**src/rtl/board_loader_if.sv**
```systemverilog
// Bundle between the board loader, the preset store and the game logic.
// Presets and player writes flow in; the live board and status pulses flow out.
interface board_loader_if #(
    parameter int N          = 9,
    parameter int VAL_W      = 4,
    parameter int STATUS_W   = 4,
    parameter int NUM_BOARDS = 2,
    parameter int SEL_W      = 1
);
    logic                                             board_enable;
    logic [SEL_W-1:0]                                 board_sel;
    logic [NUM_BOARDS-1:0][N-1:0][N-1:0][VAL_W-1:0]    initial_boards;
    logic [NUM_BOARDS-1:0][N-1:0][N-1:0][STATUS_W-1:0] initial_statuses;
    logic                                             wr_en;
    logic [3:0]                                       wr_row;
    logic [3:0]                                       wr_col;
    logic [VAL_W-1:0]                                 wr_value;
    logic [N-1:0][N-1:0][VAL_W-1:0]                   game_board;
    logic [N-1:0][N-1:0][STATUS_W-1:0]                game_status;
    logic                                             busy;
    logic                                             ready;
    logic                                             wr_ack;
    logic                                             wr_err;
    logic                                             sel_err;

    modport master (
        output board_enable, board_sel, initial_boards, initial_statuses,
        output wr_en, wr_row, wr_col, wr_value,
        input  game_board, game_status, busy, ready, wr_ack, wr_err, sel_err
    );

    modport slave (
        input  board_enable, board_sel, initial_boards, initial_statuses,
        input  wr_en, wr_row, wr_col, wr_value,
        output game_board, game_status, busy, ready, wr_ack, wr_err, sel_err
    );
endinterface

```
**src/rtl/board_loader.sv**
```systemverilog
// Copies a preset puzzle into the live board one cell per cycle, then
// arbitrates player writes against fixed cells and the legal value range.
module board_loader #(
    parameter int N          = 9,
    parameter int VAL_W      = 4,
    parameter int STATUS_W   = 4,
    parameter int NUM_BOARDS = 2,
    parameter int SEL_W      = 1
) (
    input  logic          clock,
    input  logic          reset,
    board_loader_if.slave bus
);
    localparam int CW = (N > 1) ? $clog2(N) : 1;
    localparam int IW = (NUM_BOARDS > 1) ? $clog2(NUM_BOARDS) : 1;

    typedef enum logic [1:0] {IDLE, LOAD, READY} state_t;
    typedef logic [N-1:0][N-1:0][VAL_W-1:0]    board_t;
    typedef logic [N-1:0][N-1:0][STATUS_W-1:0] status_t;

    state_t        state_q, state_d;
    logic [CW-1:0] row_q, row_d;
    logic [CW-1:0] col_q, col_d;
    logic [IW-1:0] sel_q, sel_d;
    board_t        board_q, board_d;
    status_t       status_q, status_d;
    logic          ack_q, ack_d;
    logic          err_q, err_d;
    logic          serr_q, serr_d;

    logic          start;
    logic          sel_bad;
    logic          in_range;
    logic          wr_ok;
    logic [CW-1:0] wr_r;
    logic [CW-1:0] wr_c;

    assign wr_r     = bus.wr_row[CW-1:0];
    assign wr_c     = bus.wr_col[CW-1:0];
    assign sel_bad  = int'(bus.board_sel) >= NUM_BOARDS;
    // A load request is honoured from IDLE and READY, never mid-load.
    assign start    = bus.board_enable && (state_q != LOAD);
    assign in_range = (int'(bus.wr_row) < N) && (int'(bus.wr_col) < N);
    assign wr_ok    = in_range
                   && (status_q[wr_r][wr_c] == '0)
                   && (int'(bus.wr_value) <= N);

    always_comb begin
        state_d  = state_q;
        row_d    = row_q;
        col_d    = col_q;
        sel_d    = sel_q;
        board_d  = board_q;
        status_d = status_q;
        ack_d    = 1'b0;
        err_d    = 1'b0;
        serr_d   = 1'b0;

        unique case (state_q)
            LOAD: begin
                board_d[row_q][col_q]  = bus.initial_boards[sel_q][row_q][col_q];
                status_d[row_q][col_q] = bus.initial_statuses[sel_q][row_q][col_q];
                if (col_q == CW'(N - 1)) begin
                    col_d = '0;
                    if (row_q == CW'(N - 1)) begin
                        state_d = READY;
                    end else begin
                        row_d = row_q + 1'b1;
                    end
                end else begin
                    col_d = col_q + 1'b1;
                end
            end
            READY: begin
                if (!start && bus.wr_en && wr_ok) begin
                    board_d[wr_r][wr_c] = bus.wr_value;
                end
            end
            default: ;
        endcase

        if (start) begin
            state_d = LOAD;
            row_d   = '0;
            col_d   = '0;
            sel_d   = sel_bad ? '0 : bus.board_sel[IW-1:0];
            serr_d  = sel_bad;
        end

        if (bus.wr_en) begin
            ack_d = (state_q == READY) && !start && wr_ok;
            err_d = !ack_d;
        end
    end

    always_ff @(posedge clock) begin
        if (reset) begin
            state_q  <= IDLE;
            row_q    <= '0;
            col_q    <= '0;
            sel_q    <= '0;
            board_q  <= '0;
            status_q <= '0;
            ack_q    <= 1'b0;
            err_q    <= 1'b0;
            serr_q   <= 1'b0;
        end else begin
            state_q  <= state_d;
            row_q    <= row_d;
            col_q    <= col_d;
            sel_q    <= sel_d;
            board_q  <= board_d;
            status_q <= status_d;
            ack_q    <= ack_d;
            err_q    <= err_d;
            serr_q   <= serr_d;
        end
    end

    assign bus.game_board  = board_q;
    assign bus.game_status = status_q;
    assign bus.busy        = (state_q == LOAD);
    assign bus.ready       = (state_q == READY);
    assign bus.wr_ack      = ack_q;
    assign bus.wr_err      = err_q;
    assign bus.sel_err     = serr_q;
endmodule
```
**src/flat_wrapper.sv**
```systemverilog
// flat-port wrapper written by rule: the top's interface ports become plain ports
module board_loader_flat 
#(
    parameter int N          = 9,
    parameter int VAL_W      = 4,
    parameter int STATUS_W   = 4,
    parameter int NUM_BOARDS = 2,
    parameter int SEL_W      = 1
)
  (clock, reset, bus_board_enable, bus_board_sel, bus_initial_boards, bus_initial_statuses, bus_wr_en, bus_wr_row, bus_wr_col, bus_wr_value, bus_game_board, bus_game_status, bus_busy, bus_ready, bus_wr_ack, bus_wr_err, bus_sel_err);
  board_loader_if #(.N(N), .VAL_W(VAL_W), .STATUS_W(STATUS_W), .NUM_BOARDS(NUM_BOARDS), .SEL_W(SEL_W)) bus_i ();
  input  logic clock;
  input  logic reset;
  input wire logic [$bits(bus_i.board_enable)-1:0] bus_board_enable;
  input wire logic [$bits(bus_i.board_sel)-1:0] bus_board_sel;
  input wire logic [$bits(bus_i.initial_boards)-1:0] bus_initial_boards;
  input wire logic [$bits(bus_i.initial_statuses)-1:0] bus_initial_statuses;
  input wire logic [$bits(bus_i.wr_en)-1:0] bus_wr_en;
  input wire logic [$bits(bus_i.wr_row)-1:0] bus_wr_row;
  input wire logic [$bits(bus_i.wr_col)-1:0] bus_wr_col;
  input wire logic [$bits(bus_i.wr_value)-1:0] bus_wr_value;
  output wire logic [$bits(bus_i.game_board)-1:0] bus_game_board;
  output wire logic [$bits(bus_i.game_status)-1:0] bus_game_status;
  output wire logic [$bits(bus_i.busy)-1:0] bus_busy;
  output wire logic [$bits(bus_i.ready)-1:0] bus_ready;
  output wire logic [$bits(bus_i.wr_ack)-1:0] bus_wr_ack;
  output wire logic [$bits(bus_i.wr_err)-1:0] bus_wr_err;
  output wire logic [$bits(bus_i.sel_err)-1:0] bus_sel_err;
  assign bus_i.board_enable = bus_board_enable;
  assign bus_i.board_sel = bus_board_sel;
  assign bus_i.initial_boards = bus_initial_boards;
  assign bus_i.initial_statuses = bus_initial_statuses;
  assign bus_i.wr_en = bus_wr_en;
  assign bus_i.wr_row = bus_wr_row;
  assign bus_i.wr_col = bus_wr_col;
  assign bus_i.wr_value = bus_wr_value;
  assign bus_game_board = bus_i.game_board;
  assign bus_game_status = bus_i.game_status;
  assign bus_busy = bus_i.busy;
  assign bus_ready = bus_i.ready;
  assign bus_wr_ack = bus_i.wr_ack;
  assign bus_wr_err = bus_i.wr_err;
  assign bus_sel_err = bus_i.sel_err;
  board_loader #(.N(N), .VAL_W(VAL_W), .STATUS_W(STATUS_W), .NUM_BOARDS(NUM_BOARDS), .SEL_W(SEL_W)) u_core (.clock(clock), .reset(reset), .bus(bus_i));
endmodule
```
**config.mk**
```make
export PLATFORM = sky130hd
export DESIGN_NAME = board_loader_flat
export DESIGN_NICKNAME = d
export VERILOG_FILES = /design/src/rtl/board_loader_if.sv /design/src/rtl/board_loader.sv /design/src/flat_wrapper.sv
export SDC_FILE = /design/constraint.sdc
export NUM_CORES = 2
export LEC_CHECK = 0
export ABC_AREA = 1
export BUFFER_PORTS_ARGS = -buffer_cell sky130_fd_sc_hd__buf_2
export CELL_PAD_IN_SITES_DETAIL_PLACEMENT = 2
export CELL_PAD_IN_SITES_GLOBAL_PLACEMENT = 2
export CORE_AREA = 2 2 763 765
export DETAILED_ROUTE_END_ITERATION = 8
export DIE_AREA = 0 0 765 767
export PLACE_DENSITY_LB_ADDON = 0.2
export SETUP_SLACK_MARGIN = 0.4
export SLEW_MARGIN = 20
export SYNTH_ARGS = -nofsm -noshare
export SYNTH_HDL_FRONTEND = slang
export SYNTH_SLANG_ARGS = --single-unit
```
**constraint.sdc**
```tcl
create_clock -name clock -period 3.7 [get_ports clock]
set_input_delay 0.555 -clock clock [delete_from_list [all_inputs] [get_ports clock]]
set_output_delay 0.555 -clock clock [all_outputs]
set_load 0.02 [all_outputs]
```
Word level (Yosys, flattened, before mapping)
Index checks and enable logic that the tools add are counted.
{"block": "op_classes", "magnitude_cmp": 12, "n_mux": 34, "n_addsub": 2, "bitwise_logic": 2, "eq_ne": 6, "n_reduce_logical": 25}
{"cell": "324-bit two-way mux", "count": 5}
{"cell": "324-bit bitwise mux", "count": 3}
{"cell": "324-bit one-hot mux with 2 select lines", "count": 1}
{"cell": "36-bit binary-select mux with 4-bit select", "count": 3}
{"cell": "36-bit demux with 4-bit select", "count": 2}
{"cell": "36-bit two-way mux", "count": 5}
{"cell": "4-bit binary-select mux with 4-bit select", "count": 3}
{"cell": "4-bit demux with 4-bit select", "count": 2}
{"cell": "4-bit two-way mux", "count": 6}
{"cell": "4-bit by 5-bit < comparator with 1-bit output, second input constant", "count": 4}
{"cell": "4-bit by 1-bit greater-or-equal comparator with 1-bit output, second input constant", "count": 4}
{"cell": "1-bit logical AND", "count": 12}
{"cell": "3-bit AND reduction", "count": 3}
{"cell": "4-bit by 1-bit adder with 4-bit output, second input constant", "count": 2}
{"cell": "4-bit equality test, second input constant", "count": 2}
{"cell": "4-bit < comparator, second input constant", "count": 2}
{"cell": "2-bit nonzero test", "count": 4}
{"cell": "4-bit less-or-equal comparator, second input constant", "count": 1}
{"cell": "4-bit zero test", "count": 1}
{"cell": "1-bit two-way mux", "count": 4}
{"cell": "2-bit by 1-bit inequality test with 1-bit output, second input constant", "count": 2}
{"cell": "2-bit OR reduction", "count": 2}
{"cell": "2-bit by 1-bit equality test with 1-bit output, second input constant", "count": 1}
{"cell": "2-bit equality test, second input constant", "count": 1}
{"cell": "other kinds (4)", "count": 6}
{"block": "word_totals", "output_inout_bits": 653, "ff_bits": 661, "word_cells": 250, "inputBits": 1313}

Depth between registers and ports, before layout
{"block": "logic_depth", "depth_word": 10, "ltp_mapped": 22, "mapped_depth_nobuf": 17}

Worst setup path before layout
Ideal clock, no wire load.
{"block": "synth_timing", "path_type": "register to register", "startpoint": "register u_core.row_q[0]", "endpoint": "register u_core.board_q (netlist bit u_core.bus.game_board[292])", "synth_period_minus_slack_ps": 2656, "stages_incl_launch_ff": 18, "t_required_ps": 3585, "setup_time_ps": 115, "path_buffers": 5, "setup_slack_ps": 1044, "arrival_time_ps": 2540, "path_cell_list": "dfxtp_1 -> buf_2 -> inv_2 -> buf_4 -> buf_2 -> clkbuf_1 -> ha_1 -> inv_1 -> nor2_1 -> inv_1 -> clkbuf_1 -> nor2_1 -> inv_1 -> nor2_1 -> o21bai_1 -> nand3_1 -> nand2_1 -> nor2_1"}
{"block": "synth_between", "elab_chain_len": 6, "word_cells_on_any_way": 11, "cone_classes": "order compare (2); mux (8); reduce/logical (1)"}
{"item": "start, declared", "line": "board_loader.sv:22", "rtl": "logic [CW-1:0] row_q, row_d;"}
{"item": "start signal, assigned", "line": "board_loader.sv:109", "rtl": "row_q <= row_d;"}
{"item": "36-bit binary-select mux with 4-bit select (tied with other cells)", "line": "board_loader.sv:61", "rtl": "board_d[row_q][col_q] = bus.initial_boards[sel_q][row_q][col_q];"}
{"item": "36-bit two-way mux (not written as such) or 1-bit logical AND (tied branches)", "line": "board_loader.sv:61"}
{"item": "4-bit binary-select mux with 4-bit select or 36-bit two-way mux (tied branches)", "line": "board_loader.sv:61"}
{"item": "4-bit two-way mux (not written as such) or 36-bit demux with 4-bit select (tied branches)"}
{"item": "324-bit bitwise mux (*)", "line": "board_loader.sv:61"}
{"item": "324-bit one-hot mux with 2 select lines (*)", "line": "board_loader.sv:59", "rtl": "unique case (state_q)"}
{"item": "end signal, assigned", "line": "board_loader.sv:112", "rtl": "board_q <= board_d;"}
{"item": "end, declared", "line": "board_loader.sv:25", "rtl": "board_t board_q, board_d;"}
Mark *: on every way between the ends. The rest lies on a longest branch, timed or not. The select of a mux whose other input is x is not followed.
A chain may end at the register's enable or synchronous reset.

Final worst setup path
{"block": "layout_timing", "startpoint": "register u_core.sel_q", "endpoint": "register u_core.status_q (netlist bit u_core.bus.game_status[153])"}
{"block": "layout_between", "elab_chain_len": 7}
{"item": "start, declared", "line": "board_loader.sv:24", "rtl": "logic [IW-1:0] sel_q, sel_d;"}
{"item": "start signal, assigned", "line": "board_loader.sv:111", "rtl": "sel_q <= sel_d;"}
{"item": "324-bit two-way mux (not written as such) (2 in series)", "line": "board_loader.sv:62", "rtl": "status_d[row_q][col_q] = bus.initial_statuses[sel_q][row_q][col_q];"}
{"item": "36-bit binary-select mux with 4-bit select", "line": "board_loader.sv:62"}
{"item": "36-bit two-way mux (not written as such)", "line": "board_loader.sv:62"}
{"item": "4-bit binary-select mux with 4-bit select", "line": "board_loader.sv:62"}
{"item": "4-bit two-way mux (not written as such)", "line": "board_loader.sv:62"}
{"item": "324-bit bitwise mux", "line": "board_loader.sv:62"}
{"item": "end signal, assigned", "line": "board_loader.sv:113", "rtl": "status_q <= status_d;"}
{"item": "end, declared", "line": "board_loader.sv:26", "rtl": "status_t status_q, status_d;"}
Every way passes these cells. The select of a mux whose other input is x is not followed.

==> results.cfg <==
[outcome]
status = complete, but fails checks
violations = antenna rules

[global_route]
top_usage_layer = met2
use_met1 = 0.3398
overflow = 0
grt_max_degree = 121
track_usage = 0.2452
grt_pass1_wl_mm = 914.9
antenna_found_initial = 781
grt_pass1_vias = 71100
met2_usage = 0.3536
grtUsageMet3 = 0.09330

[logic_synthesis]
synth_top_area_frac = 0.2888
postSynthCellCount = 8112
ys.warnings.count = 0
synth_seq_cells = 661
syn_area_mm2 = 0.04582
syn_avg_cell_area_um2 = 5.649
syn_nets = 9433
ys_seq_area_frac = 0.2888
synth.largest_area_cell = dfxtp_1
yosysUniqueCellTypes = 35
synthTopCellsByArea = dfxtp_1, nor2_1, nand2_1

[cells_and_area]
mostFrequentLayoutCell = nor2_1
multiInputGateArea_mm2 = 0.02996
register_area_mm2 = 0.01324
n_fill_cell = 69930
finalNetCount = 11780
layout-drive-gt1-share = 0.3103
final_cells = 19210
area_growth_pct = 70.75
final_cell_mix = nor2_1, buf_2, nand2_1, o21ai_0, a21oi_1

[setup_path]
path_class = register to register
critPathArrivalTime_ps = 4110
cp_max_fo = 47
critPathLaunchType = register
rrSetupSlack_ps = 260
required_ps = 4370
end_kind = register

[placement]
port_buffers = 1964
detailed_place_hpwl_mm = 656.9
dp.cells = 18070
place_congestion = 1.246

[pwr]
switching_share = 0.3570
p_sw_uw = 8236
internal_power_uw = 14830
seqPwrFrac = 0.310
p_leak_uw = 0.03236
peakVddDrop_mv = 0.3155
power_density_mw_per_mm2 = 294.8
clkPwrFrac = 0.430
combPwrFrac = 0.260

[timing]
fin_crit_sh = 0.9307
fin_skew_ps = 61.05
fin_setup_tns_ps = 0
rsz0062_at_grt = yes
slew-limit-headroom = 0.2841
worstMarginPinSlew_ps = 1070
fin_crit_ps = 3444
slew_viol_final = 0
hold_viol_final = 0
fmax_mhz = 290.4
setup_violations = 0

[clock_network]
htreeDepth = 3
cts_buffer_depth = 3
cts.sinks = 661
clk_pin_slew_ps = 70
cts_buffers = 96
root_buffer = clkbuf_16
cts_tree = yes
cts.hold.buffers_added = 0
insertion_delay_ps = 770

[die]
start_util = 0.07913
io_pins = 1966
num_rows = 280
core-area_mm2 = 0.5791
dieArea_mm2 = 0.5868
die_w_um = 765
die_h_um = 767

[detailed_routing]
vias = 74710
post-route-drc-count = 0
vias_per_cell = 3.888
drtIter0Drc = 6782
totalWireLength_mm = 752.3
post_drt_wl_per_cell_um = 39.15
postRouteAntennaNets = 4
dr.pass1.iters = 5

[flow_run]
drv_cap = 0

[worst_hold_path]
min_path_type = input port to register
[metrics by stage]
| step | worst slack, ps | power, µW | utilization | cell area (µm²) | hold WS [ps] |
|---|---|---|---|---|---|
| finish | 256.4 | 23070 | 0.1351 | 78250 | 112.0 |
| global route | 160.4 | 24050 | 0.1319 | 76380 | 64.69 |
| CTS | 218.7 | 23370 | 0.1295 | 74970 | 0.07233 |
| detailed placement | -729.3 | 12820 | 0.1220 | 70640 | 474.6 |
| global placement | -692.1 | 12820 | 0.1220 | 70640 | 469.4 |
| floorplan | 1044 | 9212 | - | 45820 | 448.3 |
[final timing paths]
path | start | to | depth (start not counted)
setup / recovery | u_core.sel_q$_SDFFE_PP0P_ | u_core.bus.game_status[153]$_SDFFE_PP0P_ | 19
hold / removal | bus_wr_en | u_core.bus.wr_err$_SDFF_PP0_ | 3
setup reg to reg | u_core.sel_q$_SDFFE_PP0P_ | u_core.bus.game_status[153]$_SDFFE_PP0P_ | 19
hold reg to reg | u_core.bus.game_board[169]$_SDFFE_PP0P_ | u_core.bus.game_board[169]$_SDFFE_PP0P_ | 2
[power by group through the flow]
stage	logic (µW)	registers, µW	clock network (µW)
after global placement	5500	7320	0
after floorplan	1900	7310	0
final	6000	7160	9910
after detailed placement	5500	7320	0
after CTS	5830	7160	10400
after global routing	6260	7160	10600
[area by class of cell]
| type | count | share of cell area |
|---|---|---|
| diodes | 918 | 0.02936 |
| clock buffers | 142 | 0.03576 |
| clock inverters | 37 | 0.005485 |
| repair buffers | 2826 | 0.2411 |
| flip-flops and latches | 661 | 0.1693 |
| inverters | 242 | 0.01207 |
| well taps | 7755 | 0.1240 |
| multi-input cells | 6633 | 0.3829 |
[per-layer routing]
layer | vias to the layer above | share of wire
met1 | 36990 | 0.46
met4 | 254 | 0.029
met5 | - | 0.0034
met3 | 1365 | 0.10
li1 | 32290 | -
met2 | 3812 | 0.40
[logic make-up (layout without fill, tap and decap cells)]
kind of cell               after synthesis  after routing  synth area share
AOI/OAI and AO/OA                     1959           1959            0.2250
DFF                                    661            661            0.2888
xor gates and xnor gates                 1              1         0.0001912
other                                    1            919        0.00008183
and+or+nand+nor                       4663           4664            0.3990
adders and majority gates                8              8          0.002184
buffers and inverters                  819           3247           0.08475
[sequential cells by signal (all words and copies together), names as in the netlist]
name / count
u_core.bus.game_board: 324
u_core.bus.game_status: 324
u_core.col_q: 4
u_core.row_q: 4
u_core.state_q: 2
u_core.bus.wr_ack: 1
u_core.bus.wr_err: 1
u_core.sel_q: 1
[Yosys cell counts]
cell / n
nand3_1: 511
inv_2: 7
a31oi_1: 1
nor2_1: 2575
buf_1: 65
buf_2: 194
o221ai_1: 31
nand4_2: 1
buf_6: 56
nand3_2: 8
nand2_4: 2
o22ai_1: 101
o21ai_1: 60
a221o_1: 3
nand2_1: 1540
a21oi_1: 707
o21ai_0: 958
nand2_2: 3
clkbuf_1: 223
nor4_1: 3
nor2_2: 5
buf_4: 39
conb_1: 1
xor2_1: 1
nor2_4: 1
nand4_1: 7
o21bai_1: 72
nor3_1: 3
dfxtp_1: 661
ha_1: 8
inv_1: 223
clkinv_1: 12
a221oi_1: 3
or2_2: 4
o211ai_1: 23
[critical path, cell delays in order (launching register included)]
cell and delay, ps:
dfxtp_4 420, clkinv_8 120, buf_16 180, buf_8 210
buf_12 260, nor2_1 80, o211ai_1 350, nand2_1 130
o221ai_2 240, buf_4 150, nand2_1 40, nand2_1 90
o21ai_2 80, buf_4 170, nand3_4 60, buf_12 150
buf_4 210, buf_12 130, nor2_1 40, nor2_1 110
[repair_timing]
action / CTS / global route
setup endpoints to repair: 649 / 649
gates resized for setup: 157 / 250
buffers inserted: 23 / 11
endpoints found under the hold margin: 0 / 0
gates cloned: 12 / 6
pin swaps: 18 / 44
(Power assumes the default switching activity.)
